[src/rtl/ch_readout_receiver_pkg.sv]
// Shared types and constants for the per-channel serial timestamp readout receiver.
package ch_readout_receiver_pkg;

    localparam int unsigned READOUT_WORD_W = 10;
    localparam int unsigned READOUT_TCNT_W = 3;
    localparam int unsigned READOUT_SEL_W  = 3;

    typedef enum logic [2:0] {
        IDLE,
        LOAD,
        SHIFT,
        DONE,
        GAP
    } rx_state_t;

    typedef enum logic [2:0] {
        SEL_CA   = 3'd0,
        SEL_CB   = 3'd1,
        SEL_CC   = 3'd2,
        SEL_CD   = 3'd3,
        SEL_CE   = 3'd4,
        SEL_TCNT = 3'd5
    } rdsel_t;

    // Selects 6 and 7 have no register behind them in the channel.
    function automatic logic sel_is_reserved(input logic [READOUT_SEL_W-1:0] sel);
        return sel > SEL_TCNT;
    endfunction

endpackage

[src/rtl/ch_readout_receiver_if.sv]
// Request/response bus between the global SPI controller and the readout receiver.
interface ch_readout_receiver_if
    import ch_readout_receiver_pkg::*;
#(
    parameter int unsigned WORD_W = READOUT_WORD_W
);

    logic                     rd_req;
    logic [READOUT_SEL_W-1:0] rd_sel;
    logic                     scan_req;
    logic                     abort;
    logic                     rd_ready;
    logic                     rd_valid;
    logic                     rd_err;
    logic [WORD_W-1:0]        rd_data;
    logic                     scan_done;

    modport master (
        output rd_req, rd_sel, scan_req, abort,
        input  rd_ready, rd_valid, rd_err, rd_data, scan_done
    );

    modport slave (
        input  rd_req, rd_sel, scan_req, abort,
        output rd_ready, rd_valid, rd_err, rd_data, scan_done
    );

endinterface

[src/rtl/ch_readout_shifter.sv]
// Serial-in, MSB-first shift register with a bit counter that flags the last of N samples.
module ch_readout_shifter #(
    parameter int unsigned WIDTH = 10,
    parameter int unsigned CNT_W = 4
) (
    input  logic             clk,
    input  logic             rstb,
    input  logic             clear,
    input  logic             shift_en,
    input  logic             ser_in,
    input  logic [CNT_W-1:0] n_bits,
    output logic [WIDTH-1:0] data_next,
    output logic             last
);

    logic [WIDTH-1:0] data_q;
    logic [CNT_W-1:0] cnt_q;

    // Word as it will look once the current sample is taken, so the caller can capture it
    // on the same edge as the final sample.
    assign data_next = {data_q[WIDTH-2:0], ser_in};
    assign last      = shift_en && (cnt_q == n_bits - 1'b1);

    always_ff @(posedge clk) begin
        if (!rstb) begin
            data_q <= '0;
            cnt_q  <= '0;
        end else if (clear) begin
            data_q <= '0;
            cnt_q  <= '0;
        end else if (shift_en) begin
            data_q <= data_next;
            cnt_q  <= cnt_q + 1'b1;
        end
    end

endmodule

[src/rtl/ch_readout_receiver.sv]
// Reads one counter word / trigger count from a channel, or sweeps all six into a bank.
module ch_readout_receiver
    import ch_readout_receiver_pkg::*;
#(
    parameter int unsigned WORD_W = READOUT_WORD_W,
    parameter int unsigned TCNT_W = READOUT_TCNT_W
) (
    input  logic                     SPI_CLK,
    input  logic                     RSTB,
    ch_readout_receiver_if.slave     ctrl,
    input  logic                     CNT_SER,
    output logic                     INST_READOUT,
    output logic [READOUT_SEL_W-1:0] SELECT_REG,
    output logic [WORD_W-1:0]        CA_Q,
    output logic [WORD_W-1:0]        CB_Q,
    output logic [WORD_W-1:0]        CC_Q,
    output logic [WORD_W-1:0]        CD_Q,
    output logic [WORD_W-1:0]        CE_Q,
    output logic [TCNT_W-1:0]        TRIG_CNT_Q
);

    localparam int unsigned CNT_W = $clog2(WORD_W + 1);

    rx_state_t                state_q;
    logic                     scan_q;
    logic [READOUT_SEL_W-1:0] sel_q;
    logic                     inst_q;
    logic [READOUT_SEL_W-1:0] select_q;
    logic                     ready_q;
    logic                     valid_q;
    logic                     err_q;
    logic [WORD_W-1:0]        data_q;
    logic                     done_q;
    logic [WORD_W-1:0]        bank_q [5];
    logic [TCNT_W-1:0]        tcnt_q;

    logic                     sh_clear;
    logic                     sh_en;
    logic                     sh_last;
    logic [CNT_W-1:0]         sh_n_bits;
    logic [WORD_W-1:0]        sh_word;
    logic [WORD_W-1:0]        word;

    assign sh_clear  = (state_q == LOAD);
    assign sh_en     = (state_q == SHIFT);
    assign sh_n_bits = (sel_q == SEL_TCNT) ? CNT_W'(TCNT_W) : CNT_W'(WORD_W);
    assign word      = (sel_q == SEL_TCNT) ? WORD_W'(sh_word[TCNT_W-1:0]) : sh_word;

    ch_readout_shifter #(
        .WIDTH (WORD_W),
        .CNT_W (CNT_W)
    ) u_shifter (
        .clk       (SPI_CLK),
        .rstb      (RSTB),
        .clear     (sh_clear),
        .shift_en  (sh_en),
        .ser_in    (CNT_SER),
        .n_bits    (sh_n_bits),
        .data_next (sh_word),
        .last      (sh_last)
    );

    // Outputs are registered for the state being entered, so the pulses line up with DONE.
    always_ff @(posedge SPI_CLK) begin
        if (!RSTB) begin
            state_q  <= IDLE;
            scan_q   <= 1'b0;
            sel_q    <= '0;
            inst_q   <= 1'b0;
            select_q <= '0;
            ready_q  <= 1'b1;
            valid_q  <= 1'b0;
            err_q    <= 1'b0;
            data_q   <= '0;
            done_q   <= 1'b0;
            bank_q   <= '{default: '0};
            tcnt_q   <= '0;
        end else begin
            valid_q <= 1'b0;
            done_q  <= 1'b0;
            if (ctrl.abort && (state_q != IDLE)) begin
                state_q <= IDLE;
                inst_q  <= 1'b0;
                ready_q <= 1'b1;
            end else begin
                unique case (state_q)
                    IDLE: begin
                        if (!ctrl.abort && ctrl.scan_req) begin
                            scan_q   <= 1'b1;
                            sel_q    <= SEL_CA;
                            select_q <= SEL_CA;
                            inst_q   <= 1'b1;
                            ready_q  <= 1'b0;
                            state_q  <= LOAD;
                        end else if (!ctrl.abort && ctrl.rd_req) begin
                            scan_q  <= 1'b0;
                            sel_q   <= ctrl.rd_sel;
                            ready_q <= 1'b0;
                            if (sel_is_reserved(ctrl.rd_sel)) begin
                                valid_q <= 1'b1;
                                err_q   <= 1'b1;
                                data_q  <= '0;
                                state_q <= DONE;
                            end else begin
                                select_q <= ctrl.rd_sel;
                                inst_q   <= 1'b1;
                                state_q  <= LOAD;
                            end
                        end
                    end
                    LOAD: begin
                        state_q <= SHIFT;
                    end
                    SHIFT: begin
                        if (sh_last) begin
                            inst_q  <= 1'b0;
                            state_q <= DONE;
                            if (scan_q) begin
                                if (sel_q == SEL_TCNT) begin
                                    tcnt_q <= word[TCNT_W-1:0];
                                    done_q <= 1'b1;
                                end else begin
                                    bank_q[sel_q] <= word;
                                end
                            end else begin
                                valid_q <= 1'b1;
                                err_q   <= 1'b0;
                                data_q  <= word;
                            end
                        end
                    end
                    DONE: begin
                        if (scan_q && (sel_q != SEL_TCNT)) begin
                            sel_q   <= sel_q + 3'd1;
                            state_q <= GAP;
                        end else begin
                            ready_q <= 1'b1;
                            state_q <= IDLE;
                        end
                    end
                    GAP: begin
                        // INST_READOUT has been low for DONE+GAP, so the channel is re-armed.
                        select_q <= sel_q;
                        inst_q   <= 1'b1;
                        state_q  <= LOAD;
                    end
                    default: begin
                        inst_q  <= 1'b0;
                        ready_q <= 1'b1;
                        state_q <= IDLE;
                    end
                endcase
            end
        end
    end

    assign INST_READOUT   = inst_q;
    assign SELECT_REG     = select_q;
    assign ctrl.rd_ready  = ready_q;
    assign ctrl.rd_valid  = valid_q;
    assign ctrl.rd_err    = err_q;
    assign ctrl.rd_data   = data_q;
    assign ctrl.scan_done = done_q;
    assign CA_Q           = bank_q[0];
    assign CB_Q           = bank_q[1];
    assign CC_Q           = bank_q[2];
    assign CD_Q           = bank_q[3];
    assign CE_Q           = bank_q[4];
    assign TRIG_CNT_Q     = tcnt_q;

endmodule
[src/flat_wrapper.sv]
// flat-port wrapper written by rule: the top's interface ports become plain ports
module ch_readout_receiver_flat import ch_readout_receiver_pkg::*;
#(
    parameter int unsigned WORD_W = READOUT_WORD_W,
    parameter int unsigned TCNT_W = READOUT_TCNT_W
)
  (SPI_CLK, RSTB, CNT_SER, INST_READOUT, SELECT_REG, CA_Q, CB_Q, CC_Q, CD_Q, CE_Q, TRIG_CNT_Q, ctrl_rd_req, ctrl_rd_sel, ctrl_scan_req, ctrl_abort, ctrl_rd_ready, ctrl_rd_valid, ctrl_rd_err, ctrl_rd_data, ctrl_scan_done);
  ch_readout_receiver_if #(.WORD_W(WORD_W)) ctrl_i ();
  input  logic SPI_CLK;
  input  logic RSTB;
  input  logic CNT_SER;
  output logic INST_READOUT;
  output logic [READOUT_SEL_W-1:0] SELECT_REG;
  output logic [WORD_W-1:0] CA_Q;
  output logic [WORD_W-1:0] CB_Q;
  output logic [WORD_W-1:0] CC_Q;
  output logic [WORD_W-1:0] CD_Q;
  output logic [WORD_W-1:0] CE_Q;
  output logic [TCNT_W-1:0] TRIG_CNT_Q;
  input wire logic [$bits(ctrl_i.rd_req)-1:0] ctrl_rd_req;
  input wire logic [$bits(ctrl_i.rd_sel)-1:0] ctrl_rd_sel;
  input wire logic [$bits(ctrl_i.scan_req)-1:0] ctrl_scan_req;
  input wire logic [$bits(ctrl_i.abort)-1:0] ctrl_abort;
  output wire logic [$bits(ctrl_i.rd_ready)-1:0] ctrl_rd_ready;
  output wire logic [$bits(ctrl_i.rd_valid)-1:0] ctrl_rd_valid;
  output wire logic [$bits(ctrl_i.rd_err)-1:0] ctrl_rd_err;
  output wire logic [$bits(ctrl_i.rd_data)-1:0] ctrl_rd_data;
  output wire logic [$bits(ctrl_i.scan_done)-1:0] ctrl_scan_done;
  assign ctrl_i.rd_req = ctrl_rd_req;
  assign ctrl_i.rd_sel = ctrl_rd_sel;
  assign ctrl_i.scan_req = ctrl_scan_req;
  assign ctrl_i.abort = ctrl_abort;
  assign ctrl_rd_ready = ctrl_i.rd_ready;
  assign ctrl_rd_valid = ctrl_i.rd_valid;
  assign ctrl_rd_err = ctrl_i.rd_err;
  assign ctrl_rd_data = ctrl_i.rd_data;
  assign ctrl_scan_done = ctrl_i.scan_done;
  ch_readout_receiver #(.WORD_W(WORD_W), .TCNT_W(TCNT_W)) u_core (.SPI_CLK(SPI_CLK), .RSTB(RSTB), .ctrl(ctrl_i), .CNT_SER(CNT_SER), .INST_READOUT(INST_READOUT), .SELECT_REG(SELECT_REG), .CA_Q(CA_Q), .CB_Q(CB_Q), .CC_Q(CC_Q), .CD_Q(CD_Q), .CE_Q(CE_Q), .TRIG_CNT_Q(TRIG_CNT_Q));
endmodule
[config.mk]
export PLATFORM = sky130hd
export DESIGN_NAME = ch_readout_receiver_flat
export DESIGN_NICKNAME = d
export VERILOG_FILES = /design/src/rtl/ch_readout_receiver_pkg.sv /design/src/rtl/ch_readout_receiver_if.sv /design/src/rtl/ch_readout_shifter.sv /design/src/rtl/ch_readout_receiver.sv /design/src/flat_wrapper.sv
export SDC_FILE = /design/constraint.sdc
export NUM_CORES = 1
export LEC_CHECK = 0
export ABC_AREA = 1
export BUFFER_PORTS_ARGS = -buffer_cell sky130_fd_sc_hd__buf_2
export CORE_MARGIN = 5
export CORE_UTILIZATION = 50
export CTS_CLUSTER_DIAMETER = 100
export DETAILED_ROUTE_END_ITERATION = 7
export PLACE_DENSITY = 0.82
export SLEW_MARGIN = 20
export SYNTH_ARGS = -nofsm -noshare
export SYNTH_HDL_FRONTEND = slang
export SYNTH_SLANG_ARGS = --single-unit
export TNS_END_PERCENT = 10
[constraint.sdc]
create_clock -name SPI_CLK -period 1.7 [get_ports SPI_CLK]
set_clock_uncertainty 0.1 [all_clocks]
set_input_delay 0.34 -clock SPI_CLK [delete_from_list [all_inputs] [get_ports SPI_CLK]]
set_output_delay 0.34 -clock SPI_CLK [all_outputs]
set_load 0.05 [all_outputs]
======== After elaboration in Yosys (flattened, before gate mapping) ========
Index checks and enable logic that the tools add are counted.
storage, ports and cells
  bits in registers ....................... 91
  output and inout bits ................... 71
  input bits .............................. 9
operators by class
  $add $sub $neg .......................... 3
  reductions and logical operators ........ 27
  mux-type cells .......................... 48
  order comparisons ....................... 3
  equal/unequal tests ..................... 16
  bitwise operators ....................... 9
operator list
  kind                   number
  $mux W10               7
  $bwmux W50             1
  $demux W10 S3          1
  $mux W3                10
  $pmux W10 S2           1
  $mux W1                19
  $pmux W3 S5            1
  $pmux W3 S2            2
  $reduce_and A4 Y1      3
  $reduce_and A5 Y1      2
  $ne A2 B1 Y1 const B   4
  $not A1 Y1             8
  $reduce_bool A2 Y1     4
  $reduce_and A7 Y1      1
  $eq A3 B2 Y1 const B   2
  $eq A3 B3 Y1 const B   2
  $logic_and A1 B1 Y1    6
  $ne A2 B2 Y1 const B   3
  $reduce_and A3 Y1      2
  $reduce_or A2 Y1       3
  $reduce_or A5 Y1       1
  $add A4 B1 Y4 const B  1
  $eq A4 B4 Y1           1
  $ge A4 B4 Y1 const B   1
  19 further kinds       20

======== Depth between registers and ports, before layout ========
  word-level depth ........................ 7
  gate-level depth with buffers ........... 12

======== Hierarchy ========
Synthesis repeated with hierarchy kept, for this count alone.
second synthesis, totals
  cell total of the unflattened synthesis .. 603
  area, all modules ....................... 4115.2 sq um
by module, submodules not included
  module               cells each  area an instance (sq um)  seq. area each (sq um)  times used
  ch_readout_receiver  506         3473.3                    1561.5                  1
  ch_readout_shifter   97          641.9                     260.2                   1

======== Worst setup path before layout ========
Ideal clock, no wire load.
  path type ............................... reg-to-reg
  from .................................... register u_core.sel_q[1]
  to ...................................... register u_core.bank_q (netlist bit u_core.CC_Q[2])
  stages on the path, launching flop included .. 12
  setup slack ............................. -133 ps
  arrival time ............................ 1620 ps
  data required time ...................... 1487 ps
  clock period less this slack ............ 1833 ps
  path through ............................ dfxtp_1 inv_1 ha_1 nand2_4 nand2_1 nand2_1 nand3_4 nor2_8 nand3_4 buf_6 nor2_1 nor2_1
between the ends
  cells in the longest elaborated chain, start to end .. 6
ends and longest elaborated chain
  item                                                                     RTL line                                                                           text
  start: declaration                                                       ch_readout_receiver.sv:26                                                          logic [READOUT_SEL_W-1:0] sel_q;
  start signal: assignment                                                 ch_readout_receiver.sv:97                                                          sel_q <= ctrl.rd_sel;
  start signal: assignment                                                 ch_readout_receiver.sv:134                                                         sel_q <= sel_q + 3'd1;
  $eq A3 B3 Y1 / $not A3 Y4 (equally long branches)                        ch_readout_receiver.sv:46, ch_readout_receiver.sv:119, ch_readout_receiver.sv:123
  $mux W4 (tied with other cells)                                          ch_readout_receiver.sv:46                                                          assign sh_n_bits = (sel_q == SEL_TCNT) ? CNT_W'(TCNT_W) : CNT_W'(WORD_W);
  $sub A4 B1 Y4 / $logic_and A1 B1 Y1 (equally long branches)              ch_readout_shifter.sv:22, ch_readout_receiver.sv:123
  $eq A4 B4 Y1 / $mux W10 (equally long branches)                          ch_readout_shifter.sv:22, ch_readout_receiver.sv:123
  $logic_and A1 B1 Y1 / $demux W10 S3 (equally long branches)              ch_readout_shifter.sv:22, ch_readout_receiver.sv:123
  $reduce_and A5 Y1 (no source line) / $bwmux W50 (equally long branches)  -
  end signal: indexed assignment                                           ch_readout_receiver.sv:123                                                         bank_q[sel_q] <= word;
  end: declaration                                                         ch_readout_receiver.sv:34                                                          logic [WORD_W-1:0] bank_q [5];
Parallel ways exist; a longest one is shown, timed or not.
A chain may end at the register's enable or synchronous reset.

======== Final worst setup path ========
  from .................................... register u_core.sel_q[1]
  to ...................................... register u_core.bank_q (netlist bit u_core.CE_Q[0])
Same word-level chain as after synthesis.

==> flow_summary.toml <==
[outcome]
outcome = "finished with violations"
failed_checks = "negative setup slack"

[pwr]
total_power_mw = 5.73
leakage_nw = 2.95
power_density_nw_per_um2 = 1050
ir_drop_mv = 0.482

[critical_path]
rr_endpoint = "u_core.CE_Q[0]$_SDFFE_PN0P_"
endpoint = "u_core.CE_Q[0]$_SDFFE_PN0P_"
path_max_fanout = 11
crit_path_start_kind = "register"
reg2regPathDepth = 11
cp.arrival_ps = 1930
crit_type = "register to register"
rr_startpoint = "u_core.sel_q[1]$_SDFFE_PN0P_"
endpoint_kind = "register"
startpoint = "u_core.sel_q[1]$_SDFFE_PN0P_"
cp_data_required_time_ps = 1870
reg2reg_setup_slack_ps = -60

[placement]
io_buffer_count = 79
gp_congestion = 0.912
dp_hpwl_microns = 7800

[cts]
cts_buffers = 9
cts-root-buf = "clkbuf_8"
insertion_delay_ps = 360
cts_hold_buffers = 0
cts_buffer_depth = 2
clkSinkCount = 91
cts.clk_slew.worst_paths_ps = 100
htreeDepth = 3
cts_tree = "built"

[floorplanning]
die_area_sq_um = 10500
die_h_microns = 103
io_pins = 80
initial_core_util_pct = 51.7
core_sq_um = 8300
std_cell_rows = 33
die_w_microns = 103

[final_layout]
final_cell_mix = "177 x nand2_1, 128 x nor2_1, 108 x inv_1"
area_growth_pct = 26.6
fin_nets = 776
n_antenna_cell = 0
layout-drive-gt1-share_pct = 24.1
final_common_cell = "nand2_1"
fin_util_pct = 65.5
fill_cells = 674

[global_routing]
overflow = 0
grt_start_max_net_pins = 63
antenna_found_initial = 0
grt_pass1_vias = 3930
grt_use_total_pct = 21.7
grt_pass1_wl_microns = 18100

[drt]
drt-total-wl_microns = 12100
vias_per_cell = 5.00
drt_pre_antenna_iters = 6
drt_iter0_drc = 325
vias = 4374
wl_per_cell_microns = 13.8
detail-route-antenna-nets = 0
drc = 0

[timing]
max_slew_margin_pct = 66.9
final.min_clock_period_ps = 1760
slew_viol_final = 0
rsz0062_at_grt = "yes"
setup_viol_count_final = 32
holdWs_ps = 246
layout_setup_ws_ps = -63.7
period_share_pct = 104
hold_viol = 0
max_freq_ghz = 0.567
tns_ps = -832
worst_slew_pin_slew_ps = 496

[synthesis]
synth_fp_nets = 654
syn_area_per_cell_sq_um = 6.69
ys_warn_count = 0
ys_seq_elements = 91
synthFlopType = "dfxtp_1"
seq_area_frac_synth_pct = 42.4
synth_edf_count = 0
netlist_area_sq_um = 4290
synth_cell_types = 32
synthArstFlopShare_pct = 0
postSynthCellCount = 642

[flow_run]
drv_cap = 0

[worst_hold_path]
hp-start = "ctrl_rd_sel[0]"
min_path_type = "input port to register"
[synth_stat cells (4+ instances only)]
cell type	count	area, sq um
buf_2	7	35.0
nand2_1	183	687
nand3_4	6	105
o21ai_0	14	70.1
nor2_1	132	495
nand3_1	15	75.1
nor3_1	5	25.0
nand4_1	16	100
nand2_4	4	45.0
buf_6	6	67.6
dfxtp_1	91	1820
clkbuf_1	5	18.8
inv_1	110	413
a21oi_1	22	110
nand2_2	4	25.0
[routing by layer]
metal | global-route usage [%] | routed length (microns) | vias to the layer above
li1 | - | - | 2186
met1 | 27.5 | 4910 | 1980
met2 | 37.0 | 6010 | 191
met3 | 3.72 | 993 | 17
met4 | 7.87 | 186 | 0
met5 | 0 | 0 | -
[metrics by stage]
stage                     cells  instance area, sq um  setup slack (ps)
after CTS                   859                  5240             -56.0
after floorplan             642                  4310             -7.28
final                       874                  5440             -63.7
after global routing        874                  5440              -160
after global placement      841                  5020              20.3
after detailed placement    841                  5020             -58.9
[flip-flops by register name (all words and copies together), names as in the netlist]
name                     cells
u_core.ctrl.rd_err           1
u_core.state_q               3
u_core.TRIG_CNT_Q            3
u_core.CD_Q                 10
u_core.SELECT_REG            3
u_core.CA_Q                 10
u_core.u_shifter.cnt_q       4
u_core.sel_q                 3
u_core.ctrl.scan_done        1
u_core.ctrl.rd_data         10
u_core.ctrl.rd_valid         1
u_core.INST_READOUT          1
u_core.scan_q                1
u_core.CE_Q                 10
u_core.CB_Q                 10
u_core.ctrl.rd_ready         1
u_core.CC_Q                 10
u_core.u_shifter.data_q      9
[area by class of cell]
class | count | area, sq um | area share (%)
timing repair buffer | 124 | 791 | 14.5
clock inverter | 6 | 71.3 | 1.31
tap | 105 | 131 | 2.42
clock buffer | 10 | 128 | 2.35
sequential | 91 | 1830 | 33.6
multi-input combinational | 425 | 2060 | 37.9
inverter | 113 | 427 | 7.85
[how the worst min path moves through the flow]
| stage | endpoint | cells past startpoint |
|---|---|---|
| 2_1_floorplan | u_core.u_shifter.data_q[4]$_SDFFE_PP0P_ | 2 |
| 3_3_place_gp | u_core.ctrl.rd_ready$_SDFFE_PP1P_ | 2 |
| 3_5_place_dp | u_core.u_shifter.data_q[4]$_SDFFE_PP0P_ | 2 |
| 4_1_cts | u_core.sel_q[0]$_SDFFE_PN0P_ | 5 |
| 5_1_grt | u_core.CC_Q[0]$_SDFFE_PN0P_ | 3 |
| 6_report | u_core.sel_q[0]$_SDFFE_PN0P_ | 5 |
[timing repair]
item                       in CTS  in global routing
setup endpoints to repair      45                 67
pin swaps                       1                  8
buffers inserted                0                  9
cloned                          2                  6
resized for setup               3                 15
[report_power, final]
| group | switching [mW] | total, mW | internal (mW) | leakage, nW |
|---|---|---|---|---|
| registers | 0.112 | 2.40 | 2.28 | 0.737 |
| logic | 1.22 | 1.82 | 0.601 | 2.12 |
| clock network | 0.815 | 1.51 | 0.694 | 0.0935 |
[worst max-delay path, cell delays in order, from the launching register on]
cell     delay (ps)
dfxtp_2         340
inv_2            50
ha_4            160
nand2_4          70
nand2_2          50
nand2_2          80
nand3_4         110
nor2_8          150
buf_12          180
nand3_4         150
nor2_1          160
nor2_1           60
[logic make-up after synthesis]
group	count (synthesis)	synth area share [%]
adders and majority gates	3	0.874
xor gates and xnor gates	1	0.204
buffers and inverters	134	13.3
AOI/OAI and AO/OA	40	4.87
and+or+nand+nor	373	38.3
DFF	91	42.4
No activity file was read; power rests on OpenSTA's default activity.
